===== config.mk =====
export PLATFORM = sky130hd
export DESIGN_NAME = xyz_to_cct_estimator
export DESIGN_NICKNAME = d
export VERILOG_FILES = /design/src/rtl/xyz_to_cct_estimator.sv
export SDC_FILE = /design/constraint.sdc
export NUM_CORES = 2
export LEC_CHECK = 0
export ABC_AREA = 1
export CORE_MARGIN = 2
export CORE_UTILIZATION = 55
export DETAILED_ROUTE_END_ITERATION = 16
export PLACE_DENSITY = 0.72
export SLEW_MARGIN = 0
export SYNTH_ARGS = -nofsm -noshare
export SYNTH_HDL_FRONTEND = slang
export SYNTH_SLANG_ARGS = --single-unit

===== constraint.sdc =====
create_clock -name clk -period 21.4 [get_ports clk]
set_input_delay 4.28 -clock clk [delete_from_list [all_inputs] [get_ports clk]]
set_output_delay 4.28 -clock clk [all_outputs]
set_load 0.01 [all_outputs]

===== src/rtl/xyz_to_cct_estimator.sv =====
// xyz_to_cct_estimator: estimates correlated colour temperature (Kelvin) from a
// Q16.16 XYZ tristimulus sample using McCamy's cubic. One conversion in flight;
// a shared restoring divider forms n = (x - 0.3320) / (0.1858 - y), then a
// three-step Horner evaluation produces the clamped CCT.
module xyz_to_cct_estimator #(
   parameter logic [15:0] CCT_MIN = 16'd3000,
   parameter logic [15:0] CCT_MAX = 16'd8000
) (
   input  logic        clk,
   input  logic        rst_n,
   input  logic [95:0] xyz_in,
   input  logic        xyz_valid,
   output logic        in_ready,
   output logic [15:0] cct_out,
   output logic        cct_valid,
   output logic        cct_err
);

   localparam int unsigned SW = 34;   // X+Y+Z
   localparam int unsigned MW = 50;   // S times a Q0.16 chromaticity constant
   localparam int unsigned NW = 36;   // signed numerator / denominator
   localparam int unsigned RW = 37;   // divider partial remainder
   localparam int unsigned QW = 32;   // quotient bits, one per DIV cycle
   localparam int unsigned CW = 5;    // DIV cycle counter
   localparam int unsigned PW = 64;   // Horner product width

   localparam logic [2:0] ST_IDLE  = 3'd0;
   localparam logic [2:0] ST_PREP  = 3'd1;
   localparam logic [2:0] ST_DIV   = 3'd2;
   localparam logic [2:0] ST_POLY1 = 3'd3;
   localparam logic [2:0] ST_POLY2 = 3'd4;
   localparam logic [2:0] ST_POLY3 = 3'd5;

   localparam logic [CW-1:0] DIV_LAST = CW'(31);
   localparam logic [15:0]   C_XE     = 16'd21758;     // 0.3320
   localparam logic [15:0]   C_YE     = 16'd12177;     // 0.1858
   localparam logic [15:0]   N_SAT    = 16'd32768;     // |n| limit of 0.5
   localparam logic signed [PW-1:0] C_CUBE = 64'sd29425664;   // 449 in Q16.16
   localparam logic signed [31:0]   C_SQR  = 32'sd231014400;  // 3525 in Q16.16
   localparam logic signed [31:0]   C_LIN  = 32'sd447171789;  // 6823.3 in Q16.16
   localparam logic signed [31:0]   C_OFS  = 32'sd361780347;  // 5520.33 in Q16.16
   localparam logic signed [31:0]   HALF   = 32'sd32768;
   localparam logic signed [31:0]   K_MIN  = $signed({16'b0, CCT_MIN});
   localparam logic signed [31:0]   K_MAX  = $signed({16'b0, CCT_MAX});

   logic [2:0]        state_q, state_d;
   logic              valid_d, ready_d;

   logic [31:0]       x_q, y_q, z_q;
   logic [NW-1:0]     mag_d_q;
   logic              neg_q, err_q, ovf_q;
   logic [RW-1:0]     rem_q;
   logic [QW-1:0]     dvd_q, quo_q;
   logic [CW-1:0]     cnt_q;
   logic signed [31:0] n_q, acc_q;

   logic [SW-1:0]     s_c;
   logic [MW-1:0]     sx_c, sy_c;
   logic [NW-1:0]     n_raw_c, d_raw_c, mag_n_c, mag_d_c;
   logic [RW-1:0]     r_sh_c, r_sub_c;
   logic              r_ge_c;
   logic [15:0]       m_c;
   logic signed [31:0] n_sat_c;
   logic signed [PW-1:0] mul_a_c, mul_b_c, prod_c;
   logic signed [31:0] add_c, poly_c, k_c;
   logic [15:0]       cct_c;

   // Chromaticity numerator/denominator and their magnitudes for the divider
   always_comb begin
      s_c     = SW'(x_q) + SW'(y_q) + SW'(z_q);
      sx_c    = MW'(s_c) * MW'(C_XE);
      sy_c    = MW'(s_c) * MW'(C_YE);
      n_raw_c = NW'(x_q) - NW'(sx_c >> 16);
      d_raw_c = NW'(sy_c >> 16) - NW'(y_q);
      mag_n_c = n_raw_c[NW-1] ? (~n_raw_c + NW'(1)) : n_raw_c;
      mag_d_c = d_raw_c[NW-1] ? (~d_raw_c + NW'(1)) : d_raw_c;
   end

   // One restoring-divide step: shift in the next dividend bit, trial subtract
   always_comb begin
      r_sh_c  = RW'({rem_q, dvd_q[QW-1]});
      r_ge_c  = (r_sh_c >= {1'b0, mag_d_q});
      r_sub_c = r_sh_c - {1'b0, mag_d_q};
   end

   // Signed, saturated n; a zero denominator always lands in the overflow case
   always_comb begin
      m_c     = (ovf_q || (quo_q > QW'(N_SAT))) ? N_SAT : quo_q[15:0];
      n_sat_c = neg_q ? (32'sd0 - $signed({16'b0, m_c})) : $signed({16'b0, m_c});
   end

   // Shared Horner multiply-add; POLY1 uses the cubic coefficient as multiplicand
   always_comb begin
      mul_a_c = acc_q;
      mul_b_c = n_q;
      add_c   = C_LIN;
      case (state_q)
         ST_POLY1: begin
            mul_a_c = C_CUBE;
            mul_b_c = n_sat_c;
            add_c   = C_SQR;
         end
         ST_POLY3: add_c = C_OFS;
         default:  ;
      endcase
      prod_c = mul_a_c * mul_b_c;
      poly_c = 32'(prod_c >>> 16) + add_c;
      k_c    = (poly_c + HALF) >>> 16;
      if (k_c < K_MIN)      cct_c = CCT_MIN;
      else if (k_c > K_MAX) cct_c = CCT_MAX;
      else                  cct_c = k_c[15:0];
   end

   // Next-state and next-output decode
   always_comb begin
      state_d = state_q;
      valid_d = 1'b0;
      case (state_q)
         ST_IDLE:  if (xyz_valid) state_d = ST_PREP;
         ST_PREP:  state_d = ST_DIV;
         ST_DIV:   if (cnt_q == DIV_LAST) state_d = ST_POLY1;
         ST_POLY1: state_d = ST_POLY2;
         ST_POLY2: state_d = ST_POLY3;
         ST_POLY3: begin
            state_d = ST_IDLE;
            valid_d = 1'b1;
         end
         default:  state_d = ST_IDLE;
      endcase
      ready_d = (state_d == ST_IDLE);
   end

   // State register and handshake outputs
   always_ff @(posedge clk or negedge rst_n) begin
      if (!rst_n) begin
         state_q   <= ST_IDLE;
         in_ready  <= 1'b1;
         cct_valid <= 1'b0;
      end else begin
         state_q   <= state_d;
         in_ready  <= ready_d;
         cct_valid <= valid_d;
      end
   end

   // Datapath: latch, prepare divide, iterate, evaluate polynomial, publish
   always_ff @(posedge clk or negedge rst_n) begin
      if (!rst_n) begin
         x_q     <= '0;
         y_q     <= '0;
         z_q     <= '0;
         mag_d_q <= '0;
         neg_q   <= 1'b0;
         err_q   <= 1'b0;
         ovf_q   <= 1'b0;
         rem_q   <= '0;
         dvd_q   <= '0;
         quo_q   <= '0;
         cnt_q   <= '0;
         n_q     <= '0;
         acc_q   <= '0;
         cct_out <= CCT_MIN;
         cct_err <= 1'b0;
      end else begin
         case (state_q)
            ST_IDLE: begin
               if (xyz_valid) begin
                  x_q <= xyz_in[31:0];
                  y_q <= xyz_in[63:32];
                  z_q <= xyz_in[95:64];
               end
            end
            ST_PREP: begin
               err_q   <= (s_c == '0);
               neg_q   <= n_raw_c[NW-1] ^ d_raw_c[NW-1];
               mag_d_q <= mag_d_c;
               // Quotient would need more than 32 bits: n saturates regardless
               ovf_q   <= (RW'(mag_n_c[NW-1:16]) >= RW'(mag_d_c));
               rem_q   <= RW'(mag_n_c[NW-1:16]);
               dvd_q   <= {mag_n_c[15:0], 16'b0};
               quo_q   <= '0;
               cnt_q   <= '0;
            end
            ST_DIV: begin
               rem_q <= r_ge_c ? r_sub_c : r_sh_c;
               quo_q <= {quo_q[QW-2:0], r_ge_c};
               dvd_q <= {dvd_q[QW-2:0], 1'b0};
               cnt_q <= cnt_q + CW'(1);
            end
            ST_POLY1: begin
               n_q   <= n_sat_c;
               acc_q <= poly_c;
            end
            ST_POLY2: acc_q <= poly_c;
            ST_POLY3: begin
               cct_out <= err_q ? CCT_MIN : cct_c;
               cct_err <= err_q;
            end
            default: ;
         endcase
      end
   end

endmodule


; After elaboration in Yosys (flattened, before gate mapping)
; Index checks and enable logic that the tools add are counted.
[word_totals]
ff_bits = 326
[classes]
addsub = 11
multipliers = 3
n_lt_le_gt_ge = 5
n_eq_ne = 6
n_mux = 19
bitwise_logic = 3
n_reduce_logical = 7
[ops]
columns = operator, count
row1 = $mux 64, 2
row2 = $pmux 32 s2, 2
row3 = $mux 36, 3
row4 = $mul 34x14->48 const B, 2
row5 = $add 36x1->36 const B, 2
row6 = $not 36->36, 2
row7 = $pmux 36 s2, 1
row8 = $mul 64x64->48, 1
row9 = $mux 16, 4
row10 = $pmux 29 s2, 1
row11 = $ge 37x36->1, 1
row12 = $ge 20x36->1, 1
row13 = $sub 36x36->36, 1
row14 = $add 33x32->34, 1
row15 = $logic_not 34->1, 1
row16 = $sub 32x33->34, 1
row17 = $add 32x32->33, 1
row18 = $sub 32x32->33, 1
row19 = $add 32x17->32 const B, 1
row20 = $add 32x32->32, 1
row21 = $gt 32x16->1 const B, 1
row22 = $mux 32, 1
row23 = $sub 1x16->17 const A, 1
row24 = $gt 16x14->1 const B, 1
row25 = other kinds (16), 20

; Longest topological paths before layout
[logic_depth]
depth_word = 13
depth_mapped = 78
ltp_nobuf = 77

; Worst setup path after synthesis
; Ideal clock, no wire load.
[synth_path]
path_kind = reg-to-reg
from = register x_q[1]
to = register ovf_q
setup_ps = 65
t_arrival_ps = 12760
t_required_ps = 21335
slack_ps = 8574
path_stages_with_launch = 74
path_cell_list = dfrtp_1 fa_1 ha_1 fa_1 nand2_1 inv_1 nand2_1 nand2_1 nand2_1 nand2_1 a21oi_1 o31ai_1 a21oi_1 inv_1 a21oi_1 nor3_1 nor2_1 o21ai_0 (+38 left out) clkbuf_1 o31ai_1 xor2_1 ha_1 o21ai_0 nand2_1 a21oi_1 o21bai_1 a21oi_1 o21a_1 o221a_2 o221ai_1 a21oi_1 o21ai_0 nand3_1 nor2_1 nand4_1 nand2_1
[synth_via]
elab_chain_cells = 8
elab_cells_between_ends = 13
cone_classes = add/sub: 6 / mul: 2 / order compare: 1 / mux: 2 / bitwise: 2
[synth_lines]
columns = item, line_no
row1 = from (decl), 49  ; logic [31:0] x_q, y_q, z_q;
row2 = from (signal assigned), 168  ; x_q <= xyz_in[31:0];
row3 = $add 32x32->33, 70  ; s_c = SW'(x_q) + SW'(y_q) + SW'(z_q);
row4 = $add 33x32->34, 70
row5 = "$mul 34x14->48, on equally long branches", "71, 72"
row6 = $sub 32x33->34 / $sub 32x32->33 (equally long branches), "73, 74"
row7 = "$not 36->36, on equally long branches", "75, 76"
row8 = "$add 36x1->36, on equally long branches", "75, 76"
row9 = "$mux 36, on equally long branches", "75, 76"
row10 = $ge 20x36->1 (*), 178  ; ovf_q <= (RW'(mag_n_c[NW-1:16]) >= RW'(mag_d_c));
row11 = to (signal assigned), 178
row12 = to (decl), 51  ; logic neg_q, err_q, ovf_q;
; Every way passes the cells marked *; elsewhere a longest branch is shown, timed or not.
; A chain may end at the register's enable or synchronous reset.

; Worst setup path after layout
[layout_path]
from = register x_q[3]
to = register ovf_q
; The elaborated chain is that of the path after synthesis.

==> flow_summary.yaml <==
worst_setup_path:
  reg2regPathDepth: 67
  setup.worst_path.class: "reg -> reg"
  endpoint_kind: "register"
  critPathSlowestCell: "fa_1"
  crit_cells: 67
  slowest_delay_ns: 0.66
  required_ns: 21.96
  setup.worst_path.start_class: "register"
  crit_buf_inv: 6
  cp_top_family: "compound AO/OA/AOI/OAI gates"
  crit_arrival_ns: 16.57
  crit_fanout: 30
  crit_path_frequent_cell: "a21oi_1"
hold_path:
  min_path_cells: 2
  hold_path.class: "reg -> reg"
die:
  die_w_um: 355
  dieArea_um2: 126000
  core_area_um2: 122000
  start_util_pct: 55.6
  io_pins: 118
  rows: 128
  die_h_um: 355
timing:
  finalWorstSetupSlack_ns: 5.39
  fmax_mhz: 62.5
  worst_slew_pin_slew_ns: 1.23
  hold_viol: 0
  setup_viol_count_final: 0
  clock_skew_ns: 0.0596
  finalSetupTns_ns: 0
  finalMaxSlewViolations: 0
  period_share_pct: 74.8
  worst_slew_margin_rel_pct: 18.1
  rsz0062_at_grt: "false"
  min_period_ns: 16.01
global_routing:
  grt_pass1_vias: 55500
  track_usage_pct: 33.1
  overflow: 0
  grt_pass1_wl_um: 319000
  grt_max_degree: 81
  antenna_found_initial: 3
synth:
  syn_area_um2: 67900
  ys_ff_latch: 295
  yosysSeqAreaShare_pct: 10.9
  synth_cell_types: 65
  synth-edff-count: 0
  ys.flop_type: "dfrtp_1"
  avgSynthCellArea_um2: 8.43
  async_flop_share_pct: 100
  synthCells: 8054
  yosysWarnings: 0
drt:
  wl_per_cell_um: 20.4
  drt-initial-drc-count: 4512
  num_vias: 53100
  wl_um: 200000
  ant_nets: 0
  routed_via_density: 5.43
  drtPass1Iterations: 8
  drc: 0
clocking:
  cts_resized: 0
  cts_buffers: 40
  cts_tree: "done"
  clkLatencyLatePin_ns: 0.66
  root_buffer: "clkbuf_16"
  clock-sinks: 295
  path_clk_slew_ns: 0.07
  cts_hold_buffers: 0
  cts_buffer_depth: 3
  cts_setup_buffers: 0
  htree_levels: 2
place:
  pre_cts_ws_ns: 5.67
  port_buffers: 117
  dpl.hpwl_um: 175000
  gp_congestion: 1.03
cells_and_area:
  drive_above_1_share_pct: 4.24
  synthToLayoutAreaGrowth_pct: 6.66
  nNetsFinal: 10200
run:
  max_cap_viol_count: 0
status:
  outcome: "complete, no violations"
cells in the mapped netlist, types with 10 or more instances:
cell / number / area (um^2)
inv_1: 2164 / 8120
fa_1: 1219 / 24400
nand2_1: 1136 / 4260
ha_1: 763 / 9550
nor2_1: 577 / 2170
a21oi_1: 398 / 1990
dfrtp_1: 287 / 7180
o21ai_0: 254 / 1270
xor2_1: 211 / 1850
nand3_1: 183 / 916
clkbuf_1: 117 / 439
xnor2_1: 114 / 998
nand4_1: 70 / 438
mux2_2: 61 / 687
nor3_1: 48 / 240
o22ai_1: 39 / 244
nand2_2: 31 / 194
a31oi_1: 28 / 175
or2_2: 25 / 156
a21o_1: 23 / 173
o21a_1: 21 / 158
o211ai_1: 18 / 135
o21bai_1: 18 / 135
clkinv_1: 17 / 63.8
nand2_4: 15 / 169
nor4_1: 15 / 93.8
buf_1: 14 / 52.6
o21ai_1: 14 / 70.1
inv_2: 13 / 48.8
nor2_2: 13 / 81.3
a211oi_1: 12 / 90.1
nor2_4: 11 / 124
nand3_2: 10 / 100
o221ai_1: 10 / 87.6
o31ai_1: 10 / 75.1
layout make-up:
cell class / count / area (um^2)
tap: 1625 / 2030
antenna: 1 / 2.50
fill: 11000 / 49800
timing repair buffer: 181 / 1660
multi-input combinational: 5428 / 51800
inverter: 2195 / 8240
sequential: 295 / 7390
clock buffer: 52 / 1110
clock inverter: 19 / 194
final timing paths:
kind / from / endpoint / slack (ns)
setup / recovery: x_q[3] / ovf_q / 5.39
hold / removal: cct_out[6] / cct_out[6] / 0.48
setup reg to reg: x_q[3] / ovf_q / 5.39
hold reg to reg: cct_out[6] / cct_out[6] / 0.48
max in group asynchronous: rst_n / quo_q[13] / 15.69
min in group asynchronous: rst_n / cct_valid / 3.60
logic make-up after synthesis:
logic type	Yosys count	synth area share [%]
mux	66	1.09
fa+ha+maj	1982	50.0
xor+xnor	325	4.19
simple gates	2157	13.5
other cells	1	0.00552
compound gates	896	7.44
buf+inv	2332	12.9
flops	295	10.9
state kept, by name, summed over array words and instances, names as in the netlist:
register	count
acc_q	32
cct_err	1
cct_out	16
cct_valid	1
cnt_q	5
dvd_q	16
err_q	1
in_ready	1
mag_d_q	36
n_q	17
neg_q	1
ovf_q	1
quo_q	32
rem_q	36
state_q	3
x_q	32
y_q	32
z_q	32
placed cells by master (no fill, tap or decap), drive strengths merged, types with 5 or more instances in the layout:
master and count:
a211oi 12, a21boi 11, o21a 21, o211ai 18
o21bai 19, xor2 211, o21ai 270, dfrtp 287
nand2 1182, a32o 8, or2 26, nand3 196
inv 2182, clkinv 27, clkbuf 52, mux2 61
o31ai 10, mux2i 5, ha 763, xnor2 114
nor4 16, nand4 71, a21o 23, nand3b 8
nor2 601, fa 1219, nor3 49, o22ai 39
dfstp 8, a31oi 28, clkdlybuf4s50 116, o221ai 10
a21oi 404, buf 65
layer usage:
layer	wire, um	global-route usage (%)
met1	90700	49.0
met2	85500	49.3
met3	16800	6.52
met4	6770	9.55
met5	7	0
through the flow:
stage	instances	hold WS (ns)	cell area, um^2	util, %
floorplan	8055	0.436	67900	-
global placement	9724	0.451	71100	58.2
detailed placement	9724	0.465	71100	58.2
CTS	9795	0.478	72400	59.3
global route	9795	0.498	72400	59.3
finish	9796	0.480	72400	59.3
worst register-to-register path: cells and delay by family (launching register included):
kind,cells,cell delay (ns)
flip-flops,1,0.42
buffers and inverters,6,1.27
AND/OR/NAND/NOR,16,2.00
AO/OA/AOI/OAI,31,6.39
XOR/XNOR,3,0.91
adder cells (fa/ha/maj),11,4.99
Power is not shown: default switching activity piles up to over one toggle a cycle in this logic, so the estimate is an artifact.
==> patch, RTL diff (config.mk and constraints unchanged) <==
Set the localparam `CW` to 6 (it was 5).
--- a/src/rtl/xyz_to_cct_estimator.sv
+++ b/src/rtl/xyz_to_cct_estimator.sv
@@ -21,7 +21,7 @@
    localparam int unsigned NW = 36;   // signed numerator / denominator
    localparam int unsigned RW = 37;   // divider partial remainder
    localparam int unsigned QW = 32;   // quotient bits, one per DIV cycle
-   localparam int unsigned CW = 5;    // DIV cycle counter
+   localparam int unsigned CW = 6;    // DIV cycle counter
    localparam int unsigned PW = 64;   // Horner product width
 
    localparam logic [2:0] ST_IDLE  = 3'd0;
Formal check against the unedited RTL: same outputs for any inputs over 4 cycles, from zero or initial values and one cycle with rst_n low; that may be too few to reach the edited logic, so the function may still have changed.
==> patch against the unedited design <==
Area after synthesis rose by 0.44%; critical path type unchanged; setup slack improved by 0.39 ns; critical path depth rose by 3; critical endpoint unchanged; clock skew fell by 0.041 ns; via count rose by 2.2%; cell count rose by 1.1%; final area rose by 0.54%; sequential cell count rose by 1; largest cell class unchanged; global-route usage rose by 0.76 points; wire length rose by 3.9%; non-clock buffer count rose by 3.
Power is left out: the tool's default activity adds up to more than one toggle a clock period on the data nets, which glitch-free logic cannot reach.
==> patch: results (changes against the unedited design) <==
The run gives 56700 (+2.1%) as the number of global-route vias before repair. The global-route track usage on met3 is 7.18% (+0.65 points). The run gives 5496 (+1.3%) as the number of multi-input combinational cells in the layout.

The final RePlAce weighted congestion is 1.01 (-1.5%). The number of non-clock inverters works out to 2214 (+0.87%). The number of antenna violations at the first check in global routing is 4 (+1). The layout clock buffer count is 53 (+1.9%). The tools report the number of iterations in the first detailed-routing pass as 6 (-2). The detailed-route vias per instance works out to 5.48 (+1.1%). The run finished with clean final reports. After synthesis, the cell types taking the most area are sky130_fd_sc_hd__fa_1, sky130_fd_sc_hd__ha_1, sky130_fd_sc_hd__inv_1, sky130_fd_sc_hd__dfrtp_1, sky130_fd_sc_hd__nand2_1.

The number of nets in the final layout was 10300 (+0.88%); the average instance area after synthesis was 8.37 sq um (-0.68%). The vias after detailed routing is 54300 (+2.2%), and the clock latency on the worst-skew pair is 0.61 ns (-0.05 ns). The tools report the source of the worst register-to-register timing path as x_q[1]$_DFFE_PN0P_. The post-synthesis mux area share came out at 1.01% (-0.078 points). The logs give 4841 (+7.3%) for the number of DRC markers after the initial detailed-route iteration and 33.9% (+0.76 points) for the total routing usage reported by global routing.

The first-pass GRT wire length was 328000 microns (+2.8%); the count of cell types in the netlist was 66 (+1.5%). The number of buffers other than clock buffers in the final layout is 184 (+1.7%). The largest individual stage delay along the critical path comes from the cell sky130_fd_sc_hd__xor2_1. The commonest cells after synthesis are sky130_fd_sc_hd__inv_1, sky130_fd_sc_hd__fa_1, sky130_fd_sc_hd__nand2_1.

The data arrival time of the worst path is 16.15 ns (-0.42 ns), and the met2 layer usage reported by global route is 51.8% (+2.5 points). The share of the yosys chip area belonging to registers is 10.9% (about the same), and the fraction of area in clock buffers and inverters is 1.88% (+0.088 points). The worst hold path terminates at cct_out[14]$_DFFE_PN0P_. The fraction of cell area in non-clock buffers is 2.31% (+0.019 points), and the multi-input gate share of total cell area is 71.4% (-0.13 points).

The fill cell total of the finished layout is 11100 (+1.4%), and the arithmetic-cell share of the synthesized area counting full adders, half adders and majority gates is 49.8% (-0.24 points). The run gives 9827 (+1.1%) as the placed instance count. Kind of cell adding the most delay to the critical path: adder cells. The number of cells traversed by the worst register-to-register path is 70 (+4.5%), and the worst-path maximum fanout is 8 (-73%). The fraction of area in registers works out to 10.2% (-0.020 points).

In this run the most critical hold path is launched from cct_out[14]$_DFFE_PN0P_.
## patch: changes by cell type after synthesis, sizes merged, moves of 7 or more
cell	unedited run	this run
a21o	23	15
o21ai	270	308
nor4	16	23
nand2	1182	1174
nor2	601	636
nor3	49	58
inv	2178	2197
a21oi	404	432
a31oi	28	21
## patch: cells by family (layout without fill, tap and decap cells)
group           after synthesis  count (layout)
flops                       296             296
xor+xnor                    325             325
buf+inv                    2354            2471
other cells                   1               3
fa+ha+maj                  1981            1981
compound gates              933             933
simple gates               2194            2194
mux                          61              61
## patch: metrics by stage
| stage | util, % | area [sq um] | hold slack (ns) |
|---|---|---|---|
| after floorplan | - | 68200 | 0.436 |
| after global placement | 57.9 | 71400 | 0.448 |
| after detailed placement | 57.9 | 71400 | 0.457 |
| after CTS | 59.0 | 72800 | 0.472 |
| after global routing | 59.0 | 72800 | 0.489 |
| final | 59.0 | 72800 | 0.467 |
